==> config.mk <==
export PLATFORM = sky130hd
export DESIGN_NAME = sha2_multiblock_core_flat
export DESIGN_NICKNAME = d
export VERILOG_FILES = /design/src/rtl/sha2_pkg.sv /design/src/rtl/sha2_multiblock_core_if.sv /design/src/rtl/sha2_round.sv /design/src/rtl/sha2_multiblock_core.sv /design/src/flat_wrapper.sv
export SDC_FILE = /design/constraint.sdc
export NUM_CORES = 2
export LEC_CHECK = 0
export ABC_AREA = 1
export BUFFER_PORTS_ARGS = -buffer_cell sky130_fd_sc_hd__buf_4
export CAP_MARGIN = 20
export CORE_MARGIN = 2
export CORE_UTILIZATION = 47
export CTS_CLUSTER_DIAMETER = 60
export DETAILED_ROUTE_END_ITERATION = 10
export GPL_TIMING_DRIVEN = 0
export PLACE_DENSITY_LB_ADDON = 0.08
export SLEW_MARGIN = 25
export SYNTH_ARGS = -nofsm -noshare
export SYNTH_HDL_FRONTEND = slang
export SYNTH_SLANG_ARGS = --single-unit
export TNS_END_PERCENT = 30
==> constraint.sdc <==
create_clock -name clock -period 6.9 [get_ports clock]
set_input_delay 0.345 -clock clock [delete_from_list [all_inputs] [get_ports clock]]
set_output_delay 0.345 -clock clock [all_outputs]
set_load 0.005 [all_outputs]
==> src/rtl/sha2_pkg.sv <==
// Shared SHA-2 constants, the controller state type and the round/schedule
// helper functions used by the multi-block compression core.
package sha2_pkg;

  typedef enum logic [1:0] {
    ST_IDLE   = 2'd0,
    ST_ROUND  = 2'd1,
    ST_UPDATE = 2'd2,
    ST_DONE   = 2'd3
  } sha2_state_e;

  localparam logic [31:0] K [0:63] = '{
    32'h428a2f98, 32'h71374491, 32'hb5c0fbcf, 32'he9b5dba5,
    32'h3956c25b, 32'h59f111f1, 32'h923f82a4, 32'hab1c5ed5,
    32'hd807aa98, 32'h12835b01, 32'h243185be, 32'h550c7dc3,
    32'h72be5d74, 32'h80deb1fe, 32'h9bdc06a7, 32'hc19bf174,
    32'he49b69c1, 32'hefbe4786, 32'h0fc19dc6, 32'h240ca1cc,
    32'h2de92c6f, 32'h4a7484aa, 32'h5cb0a9dc, 32'h76f988da,
    32'h983e5152, 32'ha831c66d, 32'hb00327c8, 32'hbf597fc7,
    32'hc6e00bf3, 32'hd5a79147, 32'h06ca6351, 32'h14292967,
    32'h27b70a85, 32'h2e1b2138, 32'h4d2c6dfc, 32'h53380d13,
    32'h650a7354, 32'h766a0abb, 32'h81c2c92e, 32'h92722c85,
    32'ha2bfe8a1, 32'ha81a664b, 32'hc24b8b70, 32'hc76c51a3,
    32'hd192e819, 32'hd6990624, 32'hf40e3585, 32'h106aa070,
    32'h19a4c116, 32'h1e376c08, 32'h2748774c, 32'h34b0bcb5,
    32'h391c0cb3, 32'h4ed8aa4a, 32'h5b9cca4f, 32'h682e6ff3,
    32'h748f82ee, 32'h78a5636f, 32'h84c87814, 32'h8cc70208,
    32'h90befffa, 32'ha4506ceb, 32'hbef9a3f7, 32'hc67178f2
  };

  // Element [0] is H0 / working variable a.
  localparam logic [7:0][31:0] IV_256 = {
    32'h5be0cd19, 32'h1f83d9ab, 32'h9b05688c, 32'h510e527f,
    32'ha54ff53a, 32'h3c6ef372, 32'hbb67ae85, 32'h6a09e667
  };

  localparam logic [7:0][31:0] IV_224 = {
    32'hbefa4fa4, 32'h64f98fa7, 32'h68581511, 32'hffc00b31,
    32'hf70e5939, 32'h3070dd17, 32'h367cd507, 32'hc1059ed8
  };

  function automatic logic [31:0] rotr(input logic [31:0] x, input int n);
    return (x >> n) | (x << (32 - n));
  endfunction

  function automatic logic [31:0] s0(input logic [31:0] x);
    return rotr(x, 7) ^ rotr(x, 18) ^ (x >> 3);
  endfunction

  function automatic logic [31:0] s1(input logic [31:0] x);
    return rotr(x, 17) ^ rotr(x, 19) ^ (x >> 10);
  endfunction

  function automatic logic [31:0] S0(input logic [31:0] x);
    return rotr(x, 2) ^ rotr(x, 13) ^ rotr(x, 22);
  endfunction

  function automatic logic [31:0] S1(input logic [31:0] x);
    return rotr(x, 6) ^ rotr(x, 11) ^ rotr(x, 25);
  endfunction

  function automatic logic [31:0] ch(input logic [31:0] e, input logic [31:0] f,
                                     input logic [31:0] g);
    return (e & f) ^ (~e & g);
  endfunction

  function automatic logic [31:0] maj(input logic [31:0] a, input logic [31:0] b,
                                      input logic [31:0] c);
    return (a & b) ^ (a & c) ^ (b & c);
  endfunction

endpackage

==> src/rtl/sha2_multiblock_core_if.sv <==
// Block-in / digest-out bundle between the padder, the core and the consumer.
// Both channels are valid/ready: a transfer happens on a rising clock edge where
// valid and ready are both high; the sender holds its payload stable while
// valid is high and ready is low, and ready never depends combinationally on valid.
interface sha2_multiblock_core_if;
  logic         block_valid;
  logic         block_ready;
  logic [511:0] block;
  logic         block_first;
  logic         block_last;
  logic         mode_224;
  logic [255:0] digest;
  logic         digest_valid;
  logic         digest_ready;
  logic         busy;

  modport master (
    output block_valid, block, block_first, block_last, mode_224, digest_ready,
    input  block_ready, digest, digest_valid, busy
  );

  modport slave (
    input  block_valid, block, block_first, block_last, mode_224, digest_ready,
    output block_ready, digest, digest_valid, busy
  );
endinterface

==> src/rtl/sha2_round.sv <==
// One combinational SHA-2 compression round; st[0] is a, st[7] is h.
module sha2_round
  import sha2_pkg::*;
(
  input  logic [7:0][31:0] st,
  input  logic [31:0]      k,
  input  logic [31:0]      w,
  output logic [7:0][31:0] st_next
);

  logic [31:0] t1;
  logic [31:0] t2;

  always_comb begin
    t1 = st[7] + S1(st[4]) + ch(st[4], st[5], st[6]) + k + w;
    t2 = S0(st[0]) + maj(st[0], st[1], st[2]);
    st_next[0] = t1 + t2;
    st_next[1] = st[0];
    st_next[2] = st[1];
    st_next[3] = st[2];
    st_next[4] = st[3] + t1;
    st_next[5] = st[4];
    st_next[6] = st[5];
    st_next[7] = st[6];
  end

endmodule

==> src/rtl/sha2_multiblock_core.sv <==
// Multi-block SHA-256/SHA-224 compression core: chains H across padded blocks
// and evaluates ROUNDS_PER_CYCLE rounds per clock.
module sha2_multiblock_core
  import sha2_pkg::*;
#(
  parameter int ROUNDS_PER_CYCLE = 1,
  parameter bit SUPPORT_224      = 1'b1
) (
  input  logic                   clock,
  input  logic                   reset,
  sha2_multiblock_core_if.slave  bus,
  output sha2_state_e            dbg_state
);

  localparam int          R        = ROUNDS_PER_CYCLE;
  localparam logic [5:0]  STEP     = 6'(R);
  localparam logic [5:0]  LAST_CNT = 6'(64 - R);

  if (!(R == 1 || R == 2 || R == 4 || R == 8)) begin : g_bad_rounds
    $error("sha2_multiblock_core: ROUNDS_PER_CYCLE must be 1, 2, 4 or 8");
  end

  sha2_state_e       state;
  logic [5:0]        rnd_cnt;
  logic [15:0][31:0] w_win;     // [0] is W[rnd_cnt]
  logic [7:0][31:0]  wv;        // working variables a..h
  logic [7:0][31:0]  h_reg;
  logic              last_q;
  logic              chain_valid;
  logic              mode_q;
  logic              block_ready_q;
  logic              digest_valid_q;
  logic              busy_q;
  logic [255:0]      digest_q;

  logic              mode_sel;
  logic [7:0][31:0]  iv;
  logic [7:0][31:0]  h_new;
  logic [255:0]      digest_next;
  logic [7:0][31:0]  st_fin;
  logic [15:0][31:0] win_fin;

  assign mode_sel = SUPPORT_224 & bus.mode_224;
  assign iv       = mode_sel ? IV_224 : IV_256;

  // Each stage consumes the window head and appends the next schedule word,
  // so after R stages the window is already shifted by R words.
  for (genvar j = 0; j < R; j++) begin : g_rnd
    logic [7:0][31:0]  st_in;
    logic [7:0][31:0]  st_out;
    logic [15:0][31:0] win_in;
    logic [15:0][31:0] win_out;
    logic [31:0]       w_new;

    if (j == 0) begin : g_head
      assign st_in  = wv;
      assign win_in = w_win;
    end else begin : g_link
      assign st_in  = g_rnd[j-1].st_out;
      assign win_in = g_rnd[j-1].win_out;
    end

    assign w_new   = s1(win_in[14]) + win_in[9] + s0(win_in[1]) + win_in[0];
    assign win_out = {w_new, win_in[15:1]};

    sha2_round u_round (
      .st      (st_in),
      .k       (K[rnd_cnt + 6'(j)]),
      .w       (win_in[0]),
      .st_next (st_out)
    );
  end

  assign st_fin  = g_rnd[R-1].st_out;
  assign win_fin = g_rnd[R-1].win_out;

  always_comb begin
    for (int i = 0; i < 8; i++) h_new[i] = h_reg[i] + wv[i];
  end

  always_comb begin
    digest_next = '0;
    for (int i = 0; i < 8; i++) digest_next[255 - 32*i -: 32] = h_new[i];
    if (SUPPORT_224 && mode_q) digest_next[31:0] = '0;
  end

  always_ff @(posedge clock) begin
    if (reset) begin
      state          <= ST_IDLE;
      rnd_cnt        <= '0;
      w_win          <= '0;
      wv             <= '0;
      h_reg          <= '0;
      last_q         <= 1'b0;
      chain_valid    <= 1'b0;
      mode_q         <= 1'b0;
      block_ready_q  <= 1'b1;
      digest_valid_q <= 1'b0;
      busy_q         <= 1'b0;
      digest_q       <= '0;
    end else begin
      case (state)
        ST_IDLE: begin
          if (bus.block_valid && block_ready_q) begin
            for (int i = 0; i < 16; i++) w_win[i] <= bus.block[511 - 32*i -: 32];
            // A fresh message, or a continuation with no live chain, restarts from the IV.
            if (bus.block_first || !chain_valid) begin
              wv     <= iv;
              h_reg  <= iv;
              mode_q <= mode_sel;
            end else begin
              wv <= h_reg;
            end
            last_q        <= bus.block_last;
            rnd_cnt       <= '0;
            block_ready_q <= 1'b0;
            busy_q        <= 1'b1;
            state         <= ST_ROUND;
          end
        end
        ST_ROUND: begin
          wv      <= st_fin;
          w_win   <= win_fin;
          rnd_cnt <= rnd_cnt + STEP;
          if (rnd_cnt == LAST_CNT) state <= ST_UPDATE;
        end
        ST_UPDATE: begin
          h_reg       <= h_new;
          chain_valid <= 1'b1;
          busy_q      <= 1'b0;
          if (last_q) begin
            digest_q       <= digest_next;
            digest_valid_q <= 1'b1;
            state          <= ST_DONE;
          end else begin
            block_ready_q <= 1'b1;
            state         <= ST_IDLE;
          end
        end
        ST_DONE: begin
          if (bus.digest_ready) begin
            digest_valid_q <= 1'b0;
            chain_valid    <= 1'b0;
            block_ready_q  <= 1'b1;
            state          <= ST_IDLE;
          end
        end
        default: state <= ST_IDLE;
      endcase
    end
  end

  assign bus.block_ready  = block_ready_q;
  assign bus.digest_valid = digest_valid_q;
  assign bus.digest       = digest_q;
  assign bus.busy         = busy_q;
  assign dbg_state        = state;

endmodule

==> src/flat_wrapper.sv <==
// flat-port wrapper written by rule: the top's interface ports become plain ports
module sha2_multiblock_core_flat import sha2_pkg::*;
#(
  parameter int ROUNDS_PER_CYCLE = 1,
  parameter bit SUPPORT_224      = 1'b1
)
  (clock, reset, dbg_state, bus_block_valid, bus_block, bus_block_first, bus_block_last, bus_mode_224, bus_digest_ready, bus_block_ready, bus_digest, bus_digest_valid, bus_busy);
  sha2_multiblock_core_if bus_i ();
  input  logic clock;
  input  logic reset;
  output sha2_state_e dbg_state;
  input wire logic [$bits(bus_i.block_valid)-1:0] bus_block_valid;
  input wire logic [$bits(bus_i.block)-1:0] bus_block;
  input wire logic [$bits(bus_i.block_first)-1:0] bus_block_first;
  input wire logic [$bits(bus_i.block_last)-1:0] bus_block_last;
  input wire logic [$bits(bus_i.mode_224)-1:0] bus_mode_224;
  input wire logic [$bits(bus_i.digest_ready)-1:0] bus_digest_ready;
  output wire logic [$bits(bus_i.block_ready)-1:0] bus_block_ready;
  output wire logic [$bits(bus_i.digest)-1:0] bus_digest;
  output wire logic [$bits(bus_i.digest_valid)-1:0] bus_digest_valid;
  output wire logic [$bits(bus_i.busy)-1:0] bus_busy;
  assign bus_i.block_valid = bus_block_valid;
  assign bus_i.block = bus_block;
  assign bus_i.block_first = bus_block_first;
  assign bus_i.block_last = bus_block_last;
  assign bus_i.mode_224 = bus_mode_224;
  assign bus_i.digest_ready = bus_digest_ready;
  assign bus_block_ready = bus_i.block_ready;
  assign bus_digest = bus_i.digest;
  assign bus_digest_valid = bus_i.digest_valid;
  assign bus_busy = bus_i.busy;
  sha2_multiblock_core #(.ROUNDS_PER_CYCLE(ROUNDS_PER_CYCLE), .SUPPORT_224(SUPPORT_224)) u_core (.clock(clock), .reset(reset), .bus(bus_i), .dbg_state(dbg_state));
endmodule
==> summary.txt, run 1 <==
Global route
  • Overall Global Routing Usage: 0.557
  • GR Overflow Total: 6
  • Vias in the first global route: 106245
  • Pin count of the biggest net entering global routing: 18
  • First-pass GRT wire length: roughly 760000 µm

CTS
  • Root Driver: clkbuf_16
  • H-tree levels: 4
  • Num Clock Sinks: around 1300
  • Inserted Clock Buffers: 159
  • Clock buffer depth: 3

Placed design
  • GP Congestion: 1.17
  • Post-Place Cell Area: 0.0966 mm²
  • Dpl hpwl: 412000 µm
  • Count of input and output buffers: 778
  • Post-place setup slack: -3.27 ns

Yosys
  • Netlist cell types: 68
  • Top cell type's share of synthesized area: 0.297
  • Synth Area per Inst: 6.85 µm²
  • Yosys top cell by area: dfxtp_1
  • Most instantiated library cell after synthesis: nand2_1
  • Count of flip-flops with a built-in enable after synthesis: 0
  • Synth warn: 0
  • Sequential fraction of the synthesis area: 0.297
  • Post-synth net total: 13839
  • Mapped Cells: approximately 13000
  • Netlist Area Pre-Place: 0.0873 mm²
  • Post-synth top cells: nand2_1, o21ai_0, inv_1
  • Area contributors post-synth: dfxtp_1, nand2_1, o21ai_0
  • Top FF cell, synth: dfxtp_1
  • FF+latch count, synth: 1294
  • Synth async-reset ratio: 0

Die
  • Die Height: 435 µm
  • Num ports: 780
  • Die Width: 435 µm
  • Initial Utilization: 0.472
  • Num rows: 158

Status
  • Error msg: [ERROR GRT-0116] Global routing finished with congestion. Check the congestion regions in the DRC Viewer.
  • Stopping stage: global routing (5_1_grt)
  • Outcome: aborted with a tool error
metal layers:
metal / global-route usage / overflow
met1: 0.646 / 0
met5: 0.0600 / 0
met4: 0.466 / 3
met3: 0.278 / 0
met2: 0.754 / 3
repair_timing:
item	in CTS
buffers inserted	84
endpoints found under the hold margin	509
hold buffers	508
gates resized for setup	471
endpoints found under the setup margin	58
pin swaps	92
through the flow:
| step | instances | util |
|---|---|---|
| floorplan | 12731 | - |
| CTS | 16877 | 0.594 |
| global placement | 15989 | 0.520 |
| detailed placement | 16003 | 0.522 |
kinds of logic after synthesis:
group,count (synthesis),share of synthesized area
AND/OR/NAND/NOR,4334,0.204
buffers and inverters,2139,0.0954
adder cells (fa/ha/maj),591,0.101
XOR/XNOR,434,0.0436
multiplexers,26,0.00298
AO/OA/AOI/OAI,3913,0.256
flip-flops,1294,0.297
==> run 2: changes to the inputs <==
Settings changed: CORE_UTILIZATION 47 to 32, CTS_CLUSTER_DIAMETER 60 to not set, PLACE_DENSITY_LB_ADDON 0.08 to 0.15.
Clock period 6.9 ns to 8.97 ns, I/O delays scaled along.
==> summary.txt, run 2 <==
STA
  • Hold Slack: 0.0333 ns
  • Crit path time final: 8.72 ns
  • Final period util: 0.972
  • Clk_skew: 0.0771 ns
  • Final count of hold timing violations: 0
  • Fin. max-slew vios: 0
  • Post-route setup slack: 0.248 ns
  • Setup Viol. Count Final: 0
  • Fmax: 0.115 GHz
  • Worst slew pin tran: about 1.3 ns
  • Slew HR: 0.152

CTS
  • CTS tree: yes
  • Clock buffer depth: 4
  • H-tree levels: 4
  • Worst-skew pair later-pin latency: 0.89 ns
  • CTS clk-pin slew, worst paths: 0.07 ns
  • Num Clock Sinks: 1294
  • Root Driver: clkbuf_16
  • Inserted Clock Buffers: 169

Worst setup path
  • CP max stage cell: fa_1
  • Worst path max stage delay: 0.64 ns
  • Worst endpoint required time: between 9 and 10 ns
  • Most common cell on crit path: nand2_1
  • CP Capture Type: flop
  • CP startpoint: u_core.rnd_cnt[1]
  • Reg-to-reg startpoint: u_core.rnd_cnt[1]
  • Startpoint type of the worst setup path: flop
  • Reg2Reg Depth: 39
  • Critical Path AT: 9.50 ns
  • Critical setup path kind: reg2reg
  • Crit path max fanout: 9

Yosys
  • Netlist Area Pre-Place: 0.0873 mm²
  • Area contributors post-synth: dfxtp_1, nand2_1, o21ai_0
  • Post-Synth Simple-Gate Area: 0.204
  • Count of flip-flops with a built-in enable after synthesis: 0
  • Top FF cell, synth: dfxtp_1
  • Post-Synth XOR/XNOR Area: 0.0436
  • Yosys top cell by area: dfxtp_1
  • FF+latch count, synth: 1294
  • Compound-cell area share of the yosys netlist: 0.256
  • Top cell type's share of synthesized area: 0.297
  • Netlist cell types: 68
  • Multiplexer share of the synthesized area: 0.00298
  • Adder-cell share of the synthesized area: 0.101
  • Post-synth top cells: nand2_1, o21ai_0, inv_1
  • Post-synth net total: 13839
  • Synth warn: 0
  • Sequential fraction of the synthesis area: 0.297
  • Mapped Cells: 12731
  • Most instantiated library cell after synthesis: nand2_1
  • Largest family of logic cells by synthesized area: compound AO/OA/AOI/OAI gates
  • Synth async-reset ratio: 0
  • Synth Area per Inst: 6.85 µm²

Cells and area
  • Final std cells w/o fill: around 18000
  • Multi-input logic area: 0.0533 mm²
  • Sequential cell area: 0.0259 mm²
  • Layout cells sized above 1: 0.109
  • Most frequent cells in the layout: nand2_1, o21ai_0, inv_1
  • Area Growth Syn to Fin: 25.2%
  • Max reg flops: 512
  • NumNets Final: 15322
  • Final core utilization: 0.403
  • Filler cells: 29348
  • Commonest non-fill, non-tap cell in the layout: nand2_1

Placed design
  • Count of input and output buffers: between 700 and 800
  • GP Congestion: 1.06
  • Post-Place Cells: 17102
  • Post-place setup slack: -1.28 ns
  • Dpl hpwl: 448000 µm

Min path
  • Hold wc startpoint: bus_block[9]
  • Worst hold path class: in2reg
  • Hold Path Depth: 4

Die
  • Die Height: 526 µm
  • Num rows: 191
  • Die Width: 526 µm
  • Num ports: 780
  • Core area: 0.271 mm²
  • Die area: 0.277 mm²
  • Initial Utilization: 0.322

Detailed routing
  • Final ANT Viol Nets: 0
  • DR iter-0 viols: 14268
  • Via density: 5.77
  • DRC errors left: 0
  • DR pass1 iterations: 8
  • DRT Wirelength: 555000 µm
  • Via count: approximately 100k
  • Drt wl/cell: between 30 and 40 µm

Global route
  • Overall Global Routing Usage: 0.383
  • Antenna violations before repair: 89
  • GR Overflow Total: 0
  • First-pass GRT wire length: 755000 µm
  • Vias in the first global route: 96521
  • Pin count of the biggest net entering global routing: 18

Status
  • Outcome: complete, no violations

Run
  • Max-capacitance violation count: 0
[run 2: layout make-up]
class,instances,area share
diodes,60,0.00137
plain buffers,803,0.0315
clock buffers,235,0.0444
clock inverters,54,0.00603
inverters,1335,0.0459
multi-input cells,9298,0.488
flip-flops and latches,1294,0.237
well taps,3570,0.0409
repair buffers,1313,0.105
[run 2: worst max-delay path: cells and delay by family, from the launching register on]
kind	cells	cell delay (ns)
AO/OA/AOI/OAI	7	1.69
XOR/XNOR	1	0.27
adder cells (fa/ha/maj)	8	3.52
buffers and inverters	7	0.88
flip-flops	1	0.47
AND/OR/NAND/NOR	16	1.75
[run 2: through the flow]
step                      cell area, µm²   TNS, ns
after floorplan                    87300         0
after global placement             97600    -33.79
after detailed placement           98200    -26.28
after CTS                         109000         0
after global routing              109000  -0.00194
final                             109000         0
[run 2: cell families (layout without fill, tap and decap cells)]
| family | Yosys count | count (layout) |
|---|---|---|
| fa+ha+maj | 591 | 591 |
| simple gates | 4334 | 4334 |
| flops | 1294 | 1294 |
| other cells | 0 | 60 |
| xor+xnor | 434 | 434 |
| buf+inv | 2139 | 3740 |
| compound gates | 3913 | 3913 |
| mux | 26 | 26 |
[run 2: what timing repair did]
| action | CTS | global route |
|---|---|---|
| gates cloned | 0 | 0 |
| setup endpoints to repair | 47 | 25 |
| pin swaps | 1 | 4 |
| endpoints found under the hold margin | 504 | 0 |
| hold buffers | 504 | 0 |
| gates resized for setup | 25 | 52 |
| buffers inserted | 5 | 2 |
[run 2: final timing paths]
path	slack (ns)	to
max	0.25	u_core.g_rnd[0].st_in[31]
min	0.03	u_core.g_rnd[0].win_in[489]
max reg2reg	0.25	u_core.g_rnd[0].st_in[31]
min reg2reg	0.46	u_core.bus.digest[37]
[run 2: metal layers]
layer  track usage  share of wire  up-vias
met4         0.223          0.070       32
met3         0.112           0.12     1515
li1              -              -    46091
met5             0        0.00041        -
met1         0.501           0.40    49597
met2         0.557           0.41     6464
Power of run 2 is left out: the tool's default activity adds up to more than one toggle a clock period on the data nets, which glitch-free logic cannot reach.
